### src/rtl/onehot_select_decoder_if.sv
// Select-decoder request/response bundle: single decode and scan requests in,
// registered one-hot beat out.
interface onehot_select_decoder_if #(
  parameter int SEL_W = 4,
  parameter int OUT_W = 1 << SEL_W
);
  logic [SEL_W-1:0] sel_in;
  logic             dec_en;
  logic             scan_start;
  logic [SEL_W-1:0] scan_first;
  logic [SEL_W-1:0] scan_last;
  logic             busy;
  logic             out_valid;
  logic [OUT_W-1:0] onehot_out;
  logic [SEL_W-1:0] out_index;
  logic             scan_done;

  modport master (
    output sel_in, dec_en, scan_start, scan_first, scan_last,
    input  busy, out_valid, onehot_out, out_index, scan_done
  );

  modport slave (
    input  sel_in, dec_en, scan_start, scan_first, scan_last,
    output busy, out_valid, onehot_out, out_index, scan_done
  );
endinterface

### src/rtl/onehot_select_decoder.sv
// Registered binary-to-one-hot decoder with single-shot and wrapping scan modes.
// Define ONEHOT_ZERO_MASK_EN to treat index 0 as a hardwired-zero register.
module onehot_select_decoder #(
  parameter int SEL_W = 4,
  parameter int OUT_W = 1 << SEL_W
) (
  input logic                    clock,
  input logic                    clear,
  onehot_select_decoder_if.slave bus
);

  typedef enum logic {IDLE, SCAN} state_e;

  state_e           state_q, state_d;
  logic [SEL_W-1:0] ptr_q, ptr_d;
  logic [SEL_W-1:0] last_q, last_d;
  logic             valid_q, valid_d;
  logic             busy_q, busy_d;
  logic             done_q, done_d;
  logic [SEL_W-1:0] index_q, index_d;
  logic [OUT_W-1:0] onehot_q, onehot_d;

  always_ff @(posedge clock or posedge clear) begin
    if (clear) begin
      state_q  <= IDLE;
      ptr_q    <= '0;
      last_q   <= '0;
      valid_q  <= 1'b0;
      busy_q   <= 1'b0;
      done_q   <= 1'b0;
      index_q  <= '0;
      onehot_q <= '0;
    end else begin
      state_q  <= state_d;
      ptr_q    <= ptr_d;
      last_q   <= last_d;
      valid_q  <= valid_d;
      busy_q   <= busy_d;
      done_q   <= done_d;
      index_q  <= index_d;
      onehot_q <= onehot_d;
    end
  end

  // ptr_q always holds the index of the next beat to issue; SEL_W-bit overflow gives the wrap.
  always_comb begin
    state_d = state_q;
    ptr_d   = ptr_q;
    last_d  = last_q;
    case (state_q)
      IDLE: begin
        if (bus.scan_start) begin
          ptr_d  = bus.scan_first + SEL_W'(1);
          last_d = bus.scan_last;
          if (bus.scan_first != bus.scan_last) state_d = SCAN;
        end
      end
      SCAN: begin
        ptr_d = ptr_q + SEL_W'(1);
        if (ptr_q == last_q) state_d = IDLE;
      end
      default: state_d = IDLE;
    endcase
  end

  always_comb begin
    valid_d = 1'b0;
    busy_d  = 1'b0;
    done_d  = 1'b0;
    index_d = '0;
    case (state_q)
      IDLE: begin
        if (bus.scan_start) begin
          valid_d = 1'b1;
          index_d = bus.scan_first;
          done_d  = (bus.scan_first == bus.scan_last);
          busy_d  = (bus.scan_first != bus.scan_last);
        end else if (bus.dec_en) begin
          valid_d = 1'b1;
          index_d = bus.sel_in;
        end
      end
      SCAN: begin
        valid_d = 1'b1;
        index_d = ptr_q;
        done_d  = (ptr_q == last_q);
        busy_d  = (ptr_q != last_q);
      end
      default: valid_d = 1'b0;
    endcase
`ifdef ONEHOT_ZERO_MASK_EN
    onehot_d = (valid_d && (index_d != '0)) ? (OUT_W'(1) << index_d) : '0;
`else
    onehot_d = valid_d ? (OUT_W'(1) << index_d) : '0;
`endif
  end

  assign bus.busy       = busy_q;
  assign bus.out_valid  = valid_q;
  assign bus.onehot_out = onehot_q;
  assign bus.out_index  = index_q;
  assign bus.scan_done  = done_q;

endmodule

### src/flat_wrapper.sv
// flat-port wrapper written by rule: the top's interface ports become plain ports
module onehot_select_decoder_flat 
#(
  parameter int SEL_W = 4,
  parameter int OUT_W = 1 << SEL_W
)
  (clock, clear, bus_sel_in, bus_dec_en, bus_scan_start, bus_scan_first, bus_scan_last, bus_busy, bus_out_valid, bus_onehot_out, bus_out_index, bus_scan_done);
  onehot_select_decoder_if #(.SEL_W(SEL_W), .OUT_W(OUT_W)) bus_i ();
  input logic clock;
  input logic clear;
  input wire logic [$bits(bus_i.sel_in)-1:0] bus_sel_in;
  input wire logic [$bits(bus_i.dec_en)-1:0] bus_dec_en;
  input wire logic [$bits(bus_i.scan_start)-1:0] bus_scan_start;
  input wire logic [$bits(bus_i.scan_first)-1:0] bus_scan_first;
  input wire logic [$bits(bus_i.scan_last)-1:0] bus_scan_last;
  output wire logic [$bits(bus_i.busy)-1:0] bus_busy;
  output wire logic [$bits(bus_i.out_valid)-1:0] bus_out_valid;
  output wire logic [$bits(bus_i.onehot_out)-1:0] bus_onehot_out;
  output wire logic [$bits(bus_i.out_index)-1:0] bus_out_index;
  output wire logic [$bits(bus_i.scan_done)-1:0] bus_scan_done;
  assign bus_i.sel_in = bus_sel_in;
  assign bus_i.dec_en = bus_dec_en;
  assign bus_i.scan_start = bus_scan_start;
  assign bus_i.scan_first = bus_scan_first;
  assign bus_i.scan_last = bus_scan_last;
  assign bus_busy = bus_i.busy;
  assign bus_out_valid = bus_i.out_valid;
  assign bus_onehot_out = bus_i.onehot_out;
  assign bus_out_index = bus_i.out_index;
  assign bus_scan_done = bus_i.scan_done;
  onehot_select_decoder #(.SEL_W(SEL_W), .OUT_W(OUT_W)) u_core (.clock(clock), .clear(clear), .bus(bus_i));
endmodule
### config.mk
export PLATFORM = sky130hd
export DESIGN_NAME = onehot_select_decoder_flat
export DESIGN_NICKNAME = d
export VERILOG_FILES = /design/src/rtl/onehot_select_decoder_if.sv /design/src/rtl/onehot_select_decoder.sv /design/src/flat_wrapper.sv
export SDC_FILE = /design/constraint.sdc
export NUM_CORES = 1
export LEC_CHECK = 0
export ABC_AREA = 0
export CAP_MARGIN = 0
export CORE_ASPECT_RATIO = 1.1
export CORE_UTILIZATION = 46
export DETAILED_ROUTE_END_ITERATION = 12
export PLACE_DENSITY_LB_ADDON = 0.05
export SLEW_MARGIN = 20
export SYNTH_ARGS = -nofsm -noshare
export SYNTH_HDL_FRONTEND = slang
export SYNTH_SLANG_ARGS = --single-unit
### constraint.sdc
create_clock -name clock -period 1.85 [get_ports clock]
set_clock_uncertainty 0.2 [all_clocks]
set_input_delay 0.2775 -clock clock [delete_from_list [all_inputs] [get_ports clock]]
set_output_delay 0.2775 -clock clock [all_outputs]
set_load 0.1 [all_outputs]
Yosys cells after proc, flatten, opt, wreduce, memory -nomap -nowiden
Index checks and enable logic that the tools add are counted.
Cells by class
  add/sub/neg operators: 2
  equal/unequal tests: 5
  shift operators: 1
  multiplexer cells: 17
  bitwise operators: 1
  reduce and logical (&&, ||, !) cells: 1
Operators with widths (number)
  2-to-1 mux 16 bit: 1
  case mux 4 bit (2 select lines): 2
  << shifter 1 x 4 -> 16 bit, first input constant: 1
  2-to-1 mux 4 bit: 3
  adder 4 x 1 -> 4 bit, second input constant: 2
  equality test 4 bit: 2
  != test 4 bit: 2
  case mux 1 bit (2 select lines): 4
  2-to-1 mux 1 bit: 7
  != test 2 bit, second input constant: 1
  AND reduction 2 bit: 1
  inverter 1 bit: 1
Storage, ports and cells
  register bits after elaboration: 32
  bits of input ports: 16
  output and inout port bits: 23
  logic and storage cells: 35

Longest topological paths before layout
  word-level depth: 5
  gate-level depth with buffers: 6

Worst setup path after synthesis
Ideal clock, no wire load.
  path kind: flip-flop to flip-flop
  start: reg, netlist name u_core.bus.busy
  end: reg u_core.ptr_q[3]
  setup time: 0.064 ns
  arrival time: 2.104 ns
  required time: 1.586 ns
  path slack: -0.518 ns
  cell stages (with the launch flop): 5
  path buffers: 0
  period minus slack after synthesis: 2.368 ns
  cells stage by stage: dfrtp_1 -> mux2i_1 -> or4_1 -> a311oi_2 -> a21o_1
RTL lines
  end signal: assignment: line onehot_select_decoder.sv:35  | ptr_q <= ptr_d;
  end: declaration: line onehot_select_decoder.sv:15  | logic [SEL_W-1:0] ptr_q, ptr_d;

==> results.py <==
metrics = {
    "clocking": {
        "cts.reportedPaths.clkPinSlew_ps": 90,
        "cts.sinks": 31,
        "cts_made_buffers": 5,
        "cts_htree_levels": 2,
        "cts_tree": "yes",
        "hold_buffers": 0,
        "clockBufferDepth": 2,
        "clkLatencyLatePin_ps": 340,
        "cts_setup_buffers": 0,
        "root_buffer": "clkbuf_4",
    },
    "worst_setup_path": {
        "path_cells": "mux2i_1, or4_1, a311oi_2, a21o_1",
        "worstPathArrival_ps": 1930,
        "slowest_delay_ps": 540,
        "endpoint": "u_core.ptr_q[3]",
        "critPathMaxFanout": 7,
        "cp.required_ps": 1940,
        "ff2ff_setup_slack_ps": 10,
        "r2r_cells": 4,
        "reg2reg_to": "u_core.ptr_q[3]",
        "r2r-start": "u_core.bus.busy",
        "cpMaxStageDelayCell": "or4_1",
        "crit_path_end_kind": "register",
        "setup.worst_path.class": "reg -> reg",
        "startpoint_type": "register",
        "startpoint": "u_core.bus.busy",
    },
    "detailed_routing": {
        "wl_um": 2990,
        "route.detailed.drc": 0,
        "post_drt_via_cell_ratio": 5.23,
        "final_antenna_net_count": 0,
        "first_iter_violations": 27,
        "wl_per_cell_um": 13.4,
        "first_pass_iters": 4,
        "vias": 1166,
    },
    "outcome": {
        "outcome": "complete, no violations",
    },
    "layout": {
        "most-common-layout-cells": "30 x dfrtp_1, 23 x buf_12, 20 x nor2_1",
        "post-route-util": 0.785,
        "syn2layout_area_growth_pct": 59.7,
        "num-fill-cells": 210,
        "layout_commonest_cell": "dfrtp_1",
        "drive_above_1_share": 0.279,
        "final_net_count": 207,
        "antenna_cells": 0,
    },
    "logic_synthesis": {
        "synthXorXnorAreaFrac": 0.0381,
        "synth_ff_type": "dfrtp_1",
        "ys_types": 39,
        "yosys.area_share.simple": 0.213,
        "ys_seq_elements": 31,
        "synth_seq_area_share": 0.563,
        "ys_warn_count": 0,
        "synth-compound-area-share": 0.115,
        "netlist_instances": 133,
        "synth_nets": 150,
        "synth_edf_count": 0,
        "synth_fa_ha_area_frac": 0.00908,
        "synth_area_sq_um": 1380,
        "ys_async_sr_fraction": 1.00,
        "syn_avg_cell_area_sq_um": 10.4,
        "muxShareOfSynthArea": 0.0300,
        "synth_top_family_by_area": "simple AND/OR/NAND/NOR gates",
    },
    "die": {
        "rows": 20,
        "die_h_um": 59.4,
        "die_w_um": 54.2,
        "ios": 39,
        "die-area_sq_um": 3220,
        "core_sq_um": 2800,
        "initial_core_util": 0.492,
    },
    "timing": {
        "period_share": 0.993,
        "rsz0062_at_grt": "yes",
        "finalSetupViolations": 0,
        "hold_viol": 0,
        "relSlewSlack": 0.754,
        "whs_ps": 126,
        "slew_violations": 0,
        "fin_crit_ps": 1840,
        "tightest_slew_ps": 368,
        "fmax_mhz": 544,
    },
    "place": {
        "portBuffers": 38,
        "globalplace.congestion": 0.870,
        "hpwlAfterDp_um": 2330,
    },
    "global_routing": {
        "grt_pass1_vias": 1064,
        "grt_pass1_wl_um": 4850,
        "antenna_found_initial": 0,
        "grt_max_degree": 32,
        "grt-ovfl-total": 0,
        "grt_use_total": 0.221,
    },
    "flow_run": {
        "cap_violations": 0,
    },
    "hold_path": {
        "hold_class": "in -> async",
    },
}
[worst max-delay path, delay by kind of cell (launching register included)]
family / cells / cell delay, ps
flops: 1 / 530
compound gates: 2 / 340
simple gates: 1 / 540
mux: 1 / 170
[cell families after synthesis]
logic type                 count (synthesis)
and+or+nand+nor                           60
DFF                                       31
AOI/OAI and AO/OA                         21
buffers and inverters                     10
xor gates and xnor gates                   6
muxes                                      4
adders and majority gates                  1
[cell type report]
cell class,count,area [sq um],area share
repair buffers,54,731,0.332
well taps,33,41.3,0.0188
multi-input cells,92,569,0.259
flip-flops and latches,31,779,0.354
clock inverters,1,5.00,0.00228
inverters,6,22.5,0.0102
clock buffers,6,51.3,0.0233
[metal layers]
layer	track usage	wire length [um]	vias up
li1	-	-	565
met1	0.259	1180	546
met4	0.0879	51	0
met2	0.369	1580	48
met3	0.0692	169	7
met5	0	0	-
[worst min-delay path by stage]
stage                          endpoint  slack [ps]        startpoint
2_1_floorplan           u_core.bus.busy         180             clear
3_3_place_gp           u_core.last_q[2]         290  u_core.last_q[2]
3_5_place_dp           u_core.last_q[2]         280  u_core.last_q[2]
4_1_cts                 u_core.ptr_q[2]         140             clear
5_1_grt        u_core.bus.onehot_out[8]         160             clear
6_report                u_core.bus.busy         130             clear
[sequential cells by signal, summed over array words and instances, names as in the netlist]
register and cells:
u_core.bus.busy 1, u_core.bus.out_valid 1, u_core.last_q 4, u_core.ptr_q 4, u_core.bus.onehot_out 16, u_core.bus.scan_done 1, u_core.bus.out_index 4
[timing repair]
item | 4_1_cts | 5_1_grt
gates resized for setup | 0 | 3
hold endpoints to repair | 0 | 0
setup endpoints to repair | 0 | 17
[Yosys cell counts, drive strengths merged, types with 2 or more instances]
cell type,n,area [sq um]
a31oi,3,18.8
dfrtp,31,776
clkbuf,2,7.51
nand2,16,60.1
a21oi,3,15.0
xnor2,5,43.8
buf,2,12.5
nand3b,4,30.0
mux2i,3,30.0
a211o,2,17.5
nor2,20,75.1
nor2b,6,37.5
nand2b,4,25.0
inv,6,22.5
nor3,3,15.0
[stage by stage]
step | std cells | TNS, ps | worst slack [ps] | instance area, sq um
global placement | 216 | -2220 | -152 | 2130
CTS | 223 | 0 | 2.50 | 2190
floorplan | 133 | -62.2 | -58.7 | 1390
detailed placement | 216 | -3240 | -244 | 2130
global route | 223 | -234 | -45.6 | 2200
finish | 223 | 0 | 13.3 | 2200
Power is not shown: default switching activity piles up to over one toggle a cycle in this logic, so the estimate is an artifact.
